==> src/rtl/bnn_pkg.sv <==
// ============================================================================
//  Module      : bnn_pkg
//  Description : Shared types and constants for the ifmap window address
//                generator.
//  Revision    : 1.0
// ============================================================================
`default_nettype none

package bnn_pkg;

    typedef enum logic [1:0] {
        IDLE  = 2'd0,
        SETUP = 2'd1,
        RUN   = 2'd2,
        DONE  = 2'd3
    } ifgen_state_t;

    localparam logic PAD_NONE = 1'b0;
    localparam logic PAD_SAME = 1'b1;

endpackage

`default_nettype wire

==> src/rtl/ifmap_tap_counter.sv <==
// ============================================================================
//  Module      : ifmap_tap_counter
//  Description : Nested kx/ky/ox0/oy0 counters; exposes next-tap coordinates
//                and framing flags so the top can register them.
//  Revision    : 1.0
// ============================================================================
`default_nettype none

module ifmap_tap_counter #(
    parameter int CW = 7,
    parameter int KW = 4,
    parameter int IW = 6
) (
    input  logic                 clk,
    input  logic                 rst,
    input  logic                 i_load,
    input  logic                 i_adv,
    input  logic [KW-1:0]        i_k,
    input  logic [KW-1:0]        i_p,
    input  logic [1:0]           i_s,
    input  logic [IW-1:0]        i_size,
    output logic signed [CW-1:0] o_y_nxt,
    output logic signed [CW-1:0] o_x_nxt,
    output logic                 o_pad_nxt,
    output logic                 o_first_nxt,
    output logic                 o_last_nxt,
    output logic                 o_wlast_nxt
);

    localparam logic signed [CW-1:0] c_one = 1;

    logic [KW-1:0]        r_kx, r_ky;
    logic signed [CW-1:0] r_ox0, r_oy0;

    logic [KW-1:0]        w_kx_n, w_ky_n, w_kend;
    logic signed [CW-1:0] w_ox_n, w_oy_n;
    logic signed [CW-1:0] w_k, w_p, w_s, w_n, w_km1, w_lim, w_ox_step;
    logic                 w_kx_end, w_ky_end, w_tap_last, w_row_wrap;

    always_comb begin
        w_k        = signed'(CW'(i_k));
        w_p        = signed'(CW'(i_p));
        w_s        = signed'(CW'(i_s));
        w_n        = signed'(CW'(i_size));
        w_km1      = w_k - c_one;
        w_lim      = w_n + w_p - c_one;
        w_kend     = i_k - KW'(1);
        w_kx_end   = (r_kx == w_kend);
        w_ky_end   = (r_ky == w_kend);
        w_tap_last = w_kx_end && w_ky_end;
        w_ox_step  = r_ox0 + w_s;
        w_row_wrap = (w_ox_step + w_km1) > w_lim;

        w_kx_n = r_kx;
        w_ky_n = r_ky;
        w_ox_n = r_ox0;
        w_oy_n = r_oy0;
        if (i_load) begin
            w_kx_n = '0;
            w_ky_n = '0;
            w_ox_n = -w_p;
            w_oy_n = -w_p;
        end else if (i_adv) begin
            w_kx_n = w_kx_end ? '0 : r_kx + KW'(1);
            if (w_kx_end)
                w_ky_n = w_ky_end ? '0 : r_ky + KW'(1);
            if (w_tap_last) begin
                w_ox_n = w_row_wrap ? -w_p : w_ox_step;
                if (w_row_wrap)
                    w_oy_n = r_oy0 + w_s;
            end
        end

        // Flags describe the tap the counters are about to hold.
        o_y_nxt     = w_oy_n + signed'(CW'(w_ky_n));
        o_x_nxt     = w_ox_n + signed'(CW'(w_kx_n));
        o_pad_nxt   = (o_y_nxt < 0) || (o_x_nxt < 0) || (o_y_nxt >= w_n) || (o_x_nxt >= w_n);
        o_first_nxt = (w_kx_n == '0) && (w_ky_n == '0);
        o_last_nxt  = (w_kx_n == w_kend) && (w_ky_n == w_kend);
        o_wlast_nxt = o_last_nxt
                   && ((w_ox_n + w_s + w_km1) > w_lim)
                   && ((w_oy_n + w_s + w_km1) > w_lim);
    end

    always_ff @(posedge clk or negedge rst) begin
        if (!rst) begin
            r_kx  <= '0;
            r_ky  <= '0;
            r_ox0 <= '0;
            r_oy0 <= '0;
        end else begin
            r_kx  <= w_kx_n;
            r_ky  <= w_ky_n;
            r_ox0 <= w_ox_n;
            r_oy0 <= w_oy_n;
        end
    end

endmodule

`default_nettype wire

==> src/rtl/ifmap_window_addr_gen.sv <==
// ============================================================================
//  Module      : ifmap_window_addr_gen
//  Description : Emits one ifmap BRAM address per kernel tap for every output
//                window, with framing flags and a valid/ready handshake.
//  Revision    : 1.0
// ============================================================================
`default_nettype none

module ifmap_window_addr_gen
    import bnn_pkg::*;
#(
    parameter int IMG_MAX = 32,
    parameter int K_MAX   = 7,
    parameter int CH_MAX  = 32,
    parameter int ADDR_W  = 16
) (
    input  logic                       clk,
    input  logic                       rst,
    input  logic                       start,
    input  logic                       clear,
    input  logic [$clog2(IMG_MAX):0]   image_size,
    input  logic [$clog2(CH_MAX):0]    number_channel,
    input  logic [$clog2(K_MAX):0]     kernel_size,
    input  logic                       padding,
    input  logic [1:0]                 stride,
    input  logic                       addr_ready,
    output logic                       addr_valid,
    output logic [ADDR_W-1:0]          address_ifmap,
    output logic                       pad_tap,
    output logic                       tap_first,
    output logic                       tap_last,
    output logic                       window_last,
    output logic [CH_MAX-1:0]          channel_en,
    output logic                       busy,
    output logic                       done,
    output logic                       cfg_err
);

    localparam int IW = $clog2(IMG_MAX) + 1;
    localparam int KW = $clog2(K_MAX) + 1;
    localparam int NW = $clog2(CH_MAX) + 1;
    localparam int CW = $clog2(IMG_MAX) + 2;

    ifgen_state_t r_state, w_state_nxt;

    logic [IW-1:0]     r_size;
    logic [NW-1:0]     r_nch;
    logic [KW-1:0]     r_k;
    logic              r_pad;
    logic [1:0]        r_s;

    logic [ADDR_W-1:0] r_addr;
    logic              r_pad_tap, r_first, r_last, r_wlast, r_cfg_err;
    logic [CH_MAX-1:0] r_ch_en;

    logic [KW-1:0]        w_p;
    logic                 w_cfg_bad, w_accept, w_xfer, w_load, w_adv;
    logic signed [CW-1:0] w_y_nxt, w_x_nxt;
    logic                 w_pad_nxt, w_first_nxt, w_last_nxt, w_wlast_nxt;
    logic [ADDR_W-1:0]    w_y_u, w_x_u, w_addr;
    logic [CH_MAX-1:0]    w_ch_mask;

    always_comb begin
        w_p = '0;
        unique case (r_pad)
            PAD_NONE: w_p = '0;
            PAD_SAME: w_p = (r_k - KW'(1)) >> 1;
        endcase
    end

    assign w_cfg_bad = (r_k == '0) || (r_k > KW'(K_MAX)) || (r_s == '0)
                    || (r_size == '0) || (r_size > IW'(IMG_MAX)) || (r_nch == '0)
                    || (8'(r_k) > (8'(r_size) + 8'(w_p) + 8'(w_p)));

    assign w_accept = (r_state == IDLE) && start && !clear;
    assign w_xfer   = (r_state == RUN) && addr_ready;
    assign w_load   = (r_state == SETUP) && !w_cfg_bad && !clear;
    assign w_adv    = w_xfer && !clear;

    always_ff @(posedge clk or negedge rst) begin
        if (!rst)
            r_state <= IDLE;
        else
            r_state <= w_state_nxt;
    end

    always_comb begin
        w_state_nxt = r_state;
        case (r_state)
            IDLE:    if (start) w_state_nxt = SETUP;
            SETUP:   w_state_nxt = w_cfg_bad ? DONE : RUN;
            RUN:     if (w_xfer && r_wlast) w_state_nxt = DONE;
            DONE:    w_state_nxt = IDLE;
            default: w_state_nxt = IDLE;
        endcase
        if (clear)
            w_state_nxt = IDLE;
    end

    always_ff @(posedge clk or negedge rst) begin
        if (!rst) begin
            r_size <= '0;
            r_nch  <= '0;
            r_k    <= '0;
            r_pad  <= 1'b0;
            r_s    <= '0;
        end else if (w_accept) begin
            r_size <= image_size;
            r_nch  <= number_channel;
            r_k    <= kernel_size;
            r_pad  <= padding;
            r_s    <= stride;
        end
    end

    ifmap_tap_counter #(
        .CW (CW),
        .KW (KW),
        .IW (IW)
    ) u_tap_counter (
        .clk         (clk),
        .rst         (rst),
        .i_load      (w_load),
        .i_adv       (w_adv),
        .i_k         (r_k),
        .i_p         (w_p),
        .i_s         (r_s),
        .i_size      (r_size),
        .o_y_nxt     (w_y_nxt),
        .o_x_nxt     (w_x_nxt),
        .o_pad_nxt   (w_pad_nxt),
        .o_first_nxt (w_first_nxt),
        .o_last_nxt  (w_last_nxt),
        .o_wlast_nxt (w_wlast_nxt)
    );

    // Coordinates are non-negative whenever the address is actually used.
    assign w_y_u  = {{(ADDR_W-CW){1'b0}}, w_y_nxt};
    assign w_x_u  = {{(ADDR_W-CW){1'b0}}, w_x_nxt};
    assign w_addr = w_y_u * ADDR_W'(r_size) + w_x_u;

    always_comb begin
        w_ch_mask = '0;
        for (int i = 0; i < CH_MAX; i++)
            w_ch_mask[i] = (i < int'(r_nch));
    end

    always_ff @(posedge clk or negedge rst) begin
        if (!rst) begin
            r_addr    <= '0;
            r_pad_tap <= 1'b0;
            r_first   <= 1'b0;
            r_last    <= 1'b0;
            r_wlast   <= 1'b0;
            r_ch_en   <= '0;
            r_cfg_err <= 1'b0;
        end else begin
            if (w_state_nxt != RUN) begin
                r_addr    <= '0;
                r_pad_tap <= 1'b0;
                r_first   <= 1'b0;
                r_last    <= 1'b0;
                r_wlast   <= 1'b0;
            end else if (w_load || w_adv) begin
                r_addr    <= w_pad_nxt ? '0 : w_addr;
                r_pad_tap <= w_pad_nxt;
                r_first   <= w_first_nxt;
                r_last    <= w_last_nxt;
                r_wlast   <= w_wlast_nxt;
            end

            if (w_state_nxt == IDLE)
                r_ch_en <= '0;
            else if (w_load)
                r_ch_en <= w_ch_mask;

            if (w_accept)
                r_cfg_err <= 1'b0;
            else if ((r_state == SETUP) && w_cfg_bad && !clear)
                r_cfg_err <= 1'b1;
        end
    end

    assign addr_valid    = (r_state == RUN);
    assign busy          = (r_state == SETUP) || (r_state == RUN);
    assign done          = (r_state == DONE);
    assign address_ifmap = r_addr;
    assign pad_tap       = r_pad_tap;
    assign tap_first     = r_first;
    assign tap_last      = r_last;
    assign window_last   = r_wlast;
    assign channel_en    = r_ch_en;
    assign cfg_err       = r_cfg_err;

endmodule

`default_nettype wire

==> config.mk <==
export PLATFORM = sky130hd
export DESIGN_NAME = ifmap_window_addr_gen
export DESIGN_NICKNAME = d
export VERILOG_FILES = /design/src/rtl/bnn_pkg.sv /design/src/rtl/ifmap_tap_counter.sv /design/src/rtl/ifmap_window_addr_gen.sv
export SDC_FILE = /design/constraint.sdc
export NUM_CORES = 1
export LEC_CHECK = 0
export BUFFER_PORTS_ARGS = -buffer_cell sky130_fd_sc_hd__buf_2
export CORE_MARGIN = 2
export CORE_UTILIZATION = 40
export CTS_BUF_LIST = sky130_fd_sc_hd__clkbuf_8
export CTS_CLUSTER_DIAMETER = 60
export DETAILED_ROUTE_END_ITERATION = 8
export PLACE_DENSITY = 0.55
export SKIP_CTS_REPAIR_TIMING = 1
export SLEW_MARGIN = 30
export SYNTH_ARGS = -nofsm -noshare
export SYNTH_HDL_FRONTEND = slang
export SYNTH_HIERARCHICAL = 1
export SYNTH_SLANG_ARGS = --single-unit
==> constraint.sdc <==
create_clock -name clk -period 22.9 [get_ports clk]
set_input_delay 4.58 -clock clk [delete_from_list [all_inputs] [get_ports clk]]
set_output_delay 4.58 -clock clk [all_outputs]
set_load 0.02 [all_outputs]
==> run summary, run 1 <==
The run finished with clean final reports. The net count reported at finish came out at 1255. The total of endpoints with negative setup slack in the final report is 0.

The stage delay of the slowest cell on the critical path is 810 ps. Entering global routing, the biggest net connects 70 pins. The initial antenna violation count came out at 0. The remaining antenna violation count is 0. The library cell used most frequently in the layout, excluding fill and tap cells, is sky130_fd_sc_hd__ha_1. The maximum count of clock buffers along a single path came out at 2. The via count is 7248. During I/O placement, the number of pins put on the boundary was 80.

The final period demand of the worst path is 12670 ps. The endpoint arrival time on the critical path came out at 12910 ps. The worst setup slack for register-to-register paths came out at 12260 ps. The count of distinct cell types in the synthesized netlist came out at 87. The clock insertion delay at the later pin of the skew report is 380 ps. The first detailed-routing pass ran for 5 iterations. The post-route DRC violation count came out at 0. The global-route wire length before repair came out at 38.2 mm. After filler insertion, the fill cell instance count of the layout stands at 2270.

The number of global-route vias before repair is 7111. Setup repair after global routing left no endpoint under its margin. The leftover overflow at the end of global routing came out at 0.

The CTS root buffer is sky130_fd_sc_hd__clkbuf_8. The setup path with the least slack is of type input port to flop. Synthesis inferred 94 register bits. The critical-path maximum fanout came out at 22.

TritonCTS built the clock tree. Among the stages of the critical path, the cell type that occurs most often is sky130_fd_sc_hd__fa_1. The total standard cell area after synthesis is 0.00927 mm2. Measured along the y axis, the die boundary spans 156 um. In this run, synthesis inferred 0 flip-flops with an integrated enable. The routability congestion estimate came out at 0.851. Between clock sinks in the finished design, the worst skew comes to 12.3 ps. STA classifies the critical path endpoint as a flop. The path type of the worst min-delay path is flop to flop. The number of sinks on the clock net came out at 94.

The slowest stage of the critical path is the sky130_fd_sc_hd__clkinv_1 cell. The count of endpoints failing hold in the final timing report came out at 0. The tightest hold path in the finished design has a slack of 493 ps. The initial utilization of the core area, before any placement, comes to 0.408. The max capacitance violation total is 0. The width of the die is 156 um.

The met1 track demand over resource in global routing is 0.297. The share of synthesized flip-flops with an asynchronous set or reset came out at 1.00. For the pin with the worst max-slew slack, the measured transition is 798 ps. The count of port buffers added during placement came out at 77. The floorplan step defined a die boundary enclosing 0.0244 mm2.

The via density per instance came out at 5.36. The clock-pin slew on the worst setup and hold paths came out at 100 ps. A synthesized cell averages 9.20 um2. The area of the core came out at 0.0227 mm2. The number of antenna diodes in the final layout is 0. At the worst endpoint, the required time is 23140 ps.

Relative to the synthesized area, the layout overhead comes to 7.64%. In the layout the commonest cells are sky130_fd_sc_hd__ha_1 (130), sky130_fd_sc_hd__inv_1 (102), sky130_fd_sc_hd__nand2_1 (100). In the global route stage, overall resource usage came out at 0.198. STA classifies the critical path startpoint as an input port. For this block, the initial DRC count from the detailed router was 399.

The sequential area share after synthesis is 0.254. The number of buffers created by CTS is 9. After global routing, the most crowded layer is met2. For the final routed database, the setup TNS stands at 0 ps. The warning count from the yosys run came out at 6. The count of pins over their slew limit came out at 0.

For this run, the leading register cell type out of synthesis is sky130_fd_sc_hd__dfrtp_1. The post-synthesis cell count came out at 1008. For met3 alone, demand over resource in global routing was 0.0177. The share of the clock period used by the worst path is 0.553. The wire-length estimate of the detail-placed layout is 18.3 mm.

The total length of routed wires is 23.2 mm. The worst slew margin relative to its limit came out at 0.468. The clock tree synthesis step divided the H-tree into 3 levels. The fraction of met2 tracks used by global routing came out at 0.309. The peak clock frequency supported by timing is 0.0789 GHz. The initialized floorplan defines 55 standard-cell rows. The fraction of final layout cells with drive strength greater than 1 came out at 0.122. The wire length per cell came out at 17.2 um.
-- cell usage after synthesis (3+ instances only) --
cell                          n  area [um2]
sky130_fd_sc_hd__o31ai_1      3        22.5
sky130_fd_sc_hd__clkbuf_1    13        48.8
sky130_fd_sc_hd__o21bai_1     6        45.0
sky130_fd_sc_hd__nor4_1       4        25.0
sky130_fd_sc_hd__a31oi_1      4        25.0
sky130_fd_sc_hd__nor3b_1      3        22.5
sky130_fd_sc_hd__o22ai_1      6        37.5
sky130_fd_sc_hd__clkbuf_8     4        55.1
sky130_fd_sc_hd__mux2i_1      3        30.0
sky130_fd_sc_hd__o2111ai_1    3        26.3
sky130_fd_sc_hd__xnor2_1     35         307
sky130_fd_sc_hd__and3_1       6        37.5
sky130_fd_sc_hd__a21o_1      12        90.1
sky130_fd_sc_hd__ha_1       130        1630
sky130_fd_sc_hd__inv_1      102         383
sky130_fd_sc_hd__fa_1        38         761
sky130_fd_sc_hd__o221ai_1     3        26.3
sky130_fd_sc_hd__xor2_1      27         236
sky130_fd_sc_hd__o21ai_0     30         150
sky130_fd_sc_hd__o21a_1      13        97.6
sky130_fd_sc_hd__nor3_1      15        75.1
sky130_fd_sc_hd__and2_1      37         231
sky130_fd_sc_hd__nand3_1     33         165
sky130_fd_sc_hd__nand2_1    100         375
sky130_fd_sc_hd__or2_2        3        18.8
sky130_fd_sc_hd__o22a_2       3        30.0
sky130_fd_sc_hd__or3_1        7        43.8
sky130_fd_sc_hd__nand2b_1    12        75.1
sky130_fd_sc_hd__a21oi_1     69         345
sky130_fd_sc_hd__a211oi_1     4        30.0
sky130_fd_sc_hd__nor2b_1     11        68.8
sky130_fd_sc_hd__dfrtp_1     94        2350
sky130_fd_sc_hd__o21ai_1      5        25.0
sky130_fd_sc_hd__and2_2       4        30.0
sky130_fd_sc_hd__o2bb2ai_1    8        70.1
sky130_fd_sc_hd__buf_6        6        67.6
sky130_fd_sc_hd__buf_2        7        35.0
sky130_fd_sc_hd__nand4_1      9        56.3
sky130_fd_sc_hd__o211ai_1    11        82.6
sky130_fd_sc_hd__a22o_1      13         114
sky130_fd_sc_hd__a32o_1      12         120
sky130_fd_sc_hd__nor2_1      38         143
sky130_fd_sc_hd__buf_4        6        45.0
-- flip-flops by register name, summed over array words and instances, names as in the netlist --
signal	flops
channel_en	32
address_ifmap	14
u_tap_counter/r_ox0	7
u_tap_counter/r_oy0	7
r_nch	6
r_size	6
r_k	4
u_tap_counter/r_kx	4
u_tap_counter/r_ky	4
r_s	2
r_state	2
cfg_err	1
pad_tap	1
r_pad	1
tap_first	1
tap_last	1
window_last	1
-- metal layers --
metal,vias to the layer above,wire length [um]
met4,0,288
met3,21,596
met2,107,10500
met1,3504,11800
met5,-,0
li1,3616,-
-- kinds of logic after synthesis --
group / count (synthesis) / share of synthesized area
and+or+nand+nor: 303 / 0.171
AOI/OAI and AO/OA: 227 / 0.170
adders and majority gates: 168 / 0.258
buffers and inverters: 144 / 0.0744
DFF: 94 / 0.254
xor gates and xnor gates: 66 / 0.0678
muxes: 5 / 0.00567
other: 1 / 0.000405
-- critical path: cells and delay by family --
| family | cells | cell delay (ps) |
|---|---|---|
| buf+inv | 4 | 990 |
| compound gates | 8 | 1550 |
| xor+xnor | 1 | 410 |
| mux | 1 | 140 |
| fa+ha+maj | 7 | 2860 |
| simple gates | 8 | 2350 |
-- cell type report --
type / instances / area [um2] / share of cell area
Inverter: 104 / 393 / 0.0394
Clock buffer: 9 / 124 / 0.0124
Multi-Input combinational cell: 774 / 6240 / 0.626
Clock inverter: 6 / 95.1 / 0.00953
Sequential cell: 94 / 2350 / 0.236
Tap cell: 285 / 357 / 0.0357
Timing Repair Buffer: 80 / 414 / 0.0415
-- stage by stage --
| step | std cells | area [um2] | setup WS, ps | util |
|---|---|---|---|---|
| after floorplan | 1012 | 9280 | 11590 | - |
| after global placement | 1337 | 9750 | 10130 | 0.430 |
| after detailed placement | 1337 | 9750 | 9880 | 0.430 |
| after CTS | 1352 | 9970 | 10270 | 0.439 |
| after global routing | 1352 | 9980 | 9660 | 0.439 |
| final | 1352 | 9980 | 10230 | 0.439 |
-- path summary, 6_finish.rpt --
path,cells after the start,from,endpoint
min in group asynchronous,1,rst,channel_en[0]$_DFFE_PN0P_
hold reg to reg,1,channel_en[30]$_DFFE_PN0P_,channel_en[30]$_DFFE_PN0P_
max in group asynchronous,2,rst,address_ifmap[3]$_DFFE_PN0P_
setup reg to reg,40,r_k[0]$_DFFE_PN0P_,address_ifmap[11]$_DFFE_PN0P_
setup / recovery,29,addr_ready,address_ifmap[11]$_DFFE_PN0P_
hold / removal,1,channel_en[30]$_DFFE_PN0P_,channel_en[30]$_DFFE_PN0P_
Power of run 1 is not shown: default switching activity piles up to over one toggle a cycle in this logic, so the estimate is an artifact.
==> inputs of run 2 (changes only) <==
clock period = 12.19 ns   (was 22.9 ns; I/O delays follow)
==> run summary, run 2 (synthesis gave the netlist of run 1 again) <==
Data arrives at the worst endpoint at 10770 ps. The total length of routed wires is 23.8 mm. The post-route DRC violation count came out at 0. The final period demand of the worst path is 10470 ps.

For this design, the sink count on the clock tree is 94. On the worst path, the slowest cell contributes a delay of 690 ps. The max capacitance violation total came out at 0. The final setup TNS came out at 0 ps. STA puts the critical path data required time at 12500 ps. Setup violations remaining at the end of the flow were counted as 0. The post-synthesis to final-layout area growth is 7.46%. TritonCTS built the clock tree. The first global-routing pass estimated 38.9 mm of wire. In the global route stage, met1 resource usage came out at 0.303. The total area inside the core boundary comes to 0.0227 mm2. The setup clock skew after layout is 20.8 ps. Across every metal layer, demand over resource in global routing totals 0.203. The number of flip-flops under the largest register name came out at 32. The leftover overflow at the end of global routing came out at 0. The peak clock frequency supported by timing came out at 0.0956 GHz. Dividing the detail-routed wire length by the instance count gives 17.6 um.

In this run the count of I/O pins placed on the die edge is 80. The placed wire-length estimate came out at 18.8 mm. The initial antenna violation count came out at 0. The layer with the highest usage after global routing is met2. The count of endpoints failing hold in the final timing report came out at 0. The fraction of met2 tracks used by global routing came out at 0.310. The remaining antenna violation count is 0.

The length of the first detailed-routing pass in iterations is 5. Routability-driven placement finished with a final weighted congestion of 0.851. The slew at the pin with the worst max-slew slack came out at 806 ps.

Headroom to the max-slew limit came out at 0.463. The flip-flop and latch area is 0.00235 mm2. The net count reported at finish is 1258.

The clock insertion delay at the later pin of the skew report came out at 400 ps. The number of buffers created by CTS came out at 9. The longest clock path from root to sink contains 2 buffers. The row count is 55.

The share of the clock period used by the worst path came out at 0.858. On the critical path, the stage with the largest delay is an instance of sky130_fd_sc_hd__dfrtp_1. The via count came out at 7297. The most frequent standard cell in the layout excluding fill and tap cells is sky130_fd_sc_hd__ha_1.

The library cells used most frequently in the layout, excluding fill and tap cells, are sky130_fd_sc_hd__ha_1 (130), sky130_fd_sc_hd__inv_1 (103), sky130_fd_sc_hd__nand2_1 (100). The global-route met3 utilization came out at 0.0299. The largest net degree at the start of global routing came out at 73. The count of pins over their slew limit is 0. STA classifies the critical path endpoint as a flop.

The effective utilization at floorplan is 0.408. The clock-pin slew on the worst setup and hold paths is 110 ps. The flow ran to the end, and the final reports show no timing, DRC or antenna violations. The worst hold path belongs to the class flop to flop.

The kind of start point of the critical path is a flop. Setup repair after global routing left no endpoint under its margin. The number of inserted diodes is 0. The fraction of final layout cells with drive strength greater than 1 is 0.124.

Summing all multi-input logic gate instances after layout gives 0.00624 mm2. The number of global-route vias before repair came out at 7036. The area of the die is 0.0244 mm2.

In this run the number of H-tree levels came out at 3. The tree is rooted in a sky130_fd_sc_hd__clkbuf_8. The via density per instance is 5.38.

The critical-path maximum fanout is 10. In this run the vertical extent of the chip is 156 um. The count of filler cells inserted in the layout is 2257. The width of the die is 156 um. The number of violations reported at the end of detailed-routing iteration 0 is 420. By startpoint and endpoint, the worst setup path is classified as flop to flop. The count of port buffers added during placement is 77.
-- run 2: cell count changes in the layout (fill, tap and decap cells not counted) --
cell and delta:
sky130_fd_sc_hd__inv_6 +1, sky130_fd_sc_hd__inv_8 +1, sky130_fd_sc_hd__inv_1 +1, sky130_fd_sc_hd__buf_4 +3, sky130_fd_sc_hd__clkinv_4 -2, sky130_fd_sc_hd__clkinvlp_4 +2
sky130_fd_sc_hd__bufinv_16 -2
-- run 2: final timing paths --
kind                            slack [ps]                 startpoint                            end  cells past startpoint
worst max register to register        1720         r_k[0]$_DFFE_PN0P_  address_ifmap[11]$_DFFE_PN0P_                     40
worst max-delay path                  1720         r_k[0]$_DFFE_PN0P_  address_ifmap[11]$_DFFE_PN0P_                     40
min in group asynchronous             1910                        rst     channel_en[11]$_DFFE_PN0P_                      1
worst min-delay path                   490  channel_en[0]$_DFFE_PN0P_      channel_en[0]$_DFFE_PN0P_                      1
max in group asynchronous             9260                        rst   address_ifmap[8]$_DFFE_PN0P_                      2
worst min register to register         490  channel_en[0]$_DFFE_PN0P_      channel_en[0]$_DFFE_PN0P_                      1
-- run 2: area by class of cell --
cell class / instances / area share
Multi-Input combinational cell: 774 / 0.627
Clock buffer: 9 / 0.0124
Tap cell: 285 / 0.0358
Sequential cell: 94 / 0.236
Timing Repair Buffer: 83 / 0.0438
Inverter: 104 / 0.0394
Clock inverter: 7 / 0.00565
-- run 2: metrics by stage --
stage / std cells / utilization / setup slack, ps / area, um2 / hold WS, ps
2_1_floorplan: 1012 / - / 3020 / 9280 / 474
3_3_place_gp: 1340 / 0.431 / 1980 / 9780 / 475
3_5_place_dp: 1340 / 0.431 / 1780 / 9780 / 461
4_1_cts: 1356 / 0.438 / 1710 / 9960 / 493
5_1_grt: 1356 / 0.439 / 903 / 9960 / 527
6_report: 1356 / 0.439 / 1720 / 9960 / 490
-- run 2: worst max-delay path: cells and delay by family, from the launching register on --
family,cells,cell delay (ps)
multiplexers,1,200
adder cells (fa/ha/maj),12,4240
XOR/XNOR,3,960
AO/OA/AOI/OAI,11,2130
AND/OR/NAND/NOR,7,1510
flip-flops,1,690
buffers and inverters,6,630
-- run 2: routing by layer --
metal	wire length [um]	part of all wire
met5	0	0
met4	352	0.015
met3	829	0.035
met2	10600	0.45
met1	12000	0.51
Power of run 2 is left out for the same reason.
==> inputs of run 3 (changes only) <==
CORE_UTILIZATION = 53   (was 40)
PLACE_DENSITY = 0.7   (was 0.55)
TNS_END_PERCENT = 50   (was default)
==> run summary, run 3 (synthesis gave the netlist of run 1 again) <==
The TritonCTS clock tree is built. The initial antenna violation count came out at 0. The tree is rooted in a sky130_fd_sc_hd__clkbuf_8. In the global route stage, met2 resource usage came out at 0.389. The number of global-route vias before repair came out at 7043. The count of endpoints failing hold in the final timing report is 0. STA classifies the critical path endpoint as a flop. The multi-input combinational cells in the finished layout cover a total of 0.00624 mm2.

The routability congestion estimate came out at 0.841. The count of pins over their slew limit came to 0. The worst setup path category is flop to flop. The summed area of non-filler cells in the final layout is 0.00990 mm2. The die span in y came out at 136 um. On the critical path, the stage with the largest delay is an instance of sky130_fd_sc_hd__dfrtp_1.

For this run, design rule violations remaining after detail routing come to 0. The run finished with clean final reports. The length of the first detailed-routing pass in iterations came out at 6. Among cell families on the critical path, the largest total delay comes from adder cells. Of the cells placed in the final design, the portion with a size suffix greater than 1 is 0.123. The library cells used most frequently in the layout, excluding fill and tap cells, are sky130_fd_sc_hd__ha_1 (130), sky130_fd_sc_hd__inv_1 (102), sky130_fd_sc_hd__nand2_1 (100). The kind of start point of the critical path is a flop. The clock-pin slew on the worst setup and hold paths came out at 90 ps.

At the pin with the least slew margin, the transition time is 741 ps. The total length of routed wires is 22.0 mm. The die covers 0.0186 mm2.

The placed wire-length estimate came out at 17.5 mm. Data arrives at the worst endpoint at 10560 ps. The largest net degree at the start of global routing is 79. The stage delay of the slowest cell on the critical path came out at 660 ps. In this run the core area contains 48 standard-cell rows. After global routing, the most crowded layer is met2. The final layout contains 1256 nets. After filler insertion, the fill cell instance count of the layout stands at 1573. The met1 track demand over resource in global routing came out at 0.362.

The global-route met3 utilization came out at 0.0377. The via density per instance is 5.69. The share of the clock period used by the worst path came out at 0.846.

The final setup TNS is 0 ps. The path type of the worst min-delay path is flop to flop. The number of clock buffers added by TritonCTS is 9. The post-synthesis to final-layout area growth is 6.78%. The remaining antenna violation count is 0. Setup violations remaining at the end of the flow were counted as 0. The buffer and inverter count on the worst path came out at 6. The count of port buffers added during placement is 77. The critical-path maximum fanout came out at 10. The peak clock frequency supported by timing came out at 0.0970 GHz. The clock insertion delay at the later pin of the skew report came out at 390 ps.

Setup repair after global routing left no endpoint under its margin. The effective utilization at floorplan came out at 0.540. The clock drives 94 sinks. The width of the die came out at 136 um. The number of inserted diodes is 0. The area of the core came out at 0.0172 mm2. The wire length per cell is 17.0 um. The required time of the critical path is 12440 ps. The clock passes through at most 2 buffers.

The most frequent standard cell in the layout excluding fill and tap cells is sky130_fd_sc_hd__ha_1. The via count came out at 7364. Across the run, the number of max-cap violations was 0. The setup clock skew after layout is 7.22 ps. The worst slew margin relative to its limit is 0.505. In this run, the number of DRC markers left after iteration 0 of detailed routing was 458. The number of flip-flops under the largest register name came out at 32. The overall fraction of global-route tracks in use came out at 0.249.

The depth of the CTS H-tree came out at 3. The post-detailed-placement cell area is 0.00969 mm2. The leftover overflow at the end of global routing came out at 0. The global-route wire length before repair is 36.3 mm. The final period demand of the worst path is 10310 ps.

The boundary pin count is 80. The sequential cells in the finished layout cover a total of 0.00235 mm2.
[run 3: changes by cell type in the layout (fill, tap and decap cells not counted), sizes merged]
cell,delta
buf,-2
clkinvlp,-1
inv,-2
bufinv,+1
clkinv,+1
clkbuf,+1
[run 3: area by class of cell]
cell class / instances / area share
Tap cell: 225 / 0.0284
Timing Repair Buffer: 81 / 0.0426
Inverter: 104 / 0.0397
Multi-Input combinational cell: 774 / 0.631
Clock inverter: 6 / 0.00695
Sequential cell: 94 / 0.238
Clock buffer: 10 / 0.0139
[run 3: path summary, 6_finish.rpt]
check | startpoint | to | slack (ps) | depth (start not counted)
max | r_k[0]$_DFFE_PN0P_ | address_ifmap[11]$_DFFE_PN0P_ | 1880 | 40
max in group asynchronous | rst | address_ifmap[0]$_DFFE_PN0P_ | 9340 | 2
max reg2reg | r_k[0]$_DFFE_PN0P_ | address_ifmap[11]$_DFFE_PN0P_ | 1880 | 40
min in group asynchronous | rst | channel_en[5]$_DFFE_PN0P_ | 1890 | 1
min reg2reg | channel_en[3]$_DFFE_PN0P_ | channel_en[3]$_DFFE_PN0P_ | 490 | 1
min | channel_en[3]$_DFFE_PN0P_ | channel_en[3]$_DFFE_PN0P_ | 490 | 1
[run 3: layer usage]
metal / part of all wire / up-vias
met4: 0.019 / 0
li1: - / 3626
met3: 0.038 / 29
met5: 0 / -
met1: 0.49 / 3532
met2: 0.46 / 177
[run 3: through the flow]
stage / utilization / hold slack (ps) / worst slack (ps) / std cells
after floorplan: - / 474 / 3020 / 1012
after global placement: 0.564 / 469 / 2130 / 1278
after detailed placement: 0.564 / 464 / 1940 / 1278
after CTS: 0.576 / 495 / 1920 / 1294
after global routing: 0.576 / 511 / 1050 / 1294
final: 0.576 / 490 / 1880 / 1294
Power of run 3 is left out for the same reason.
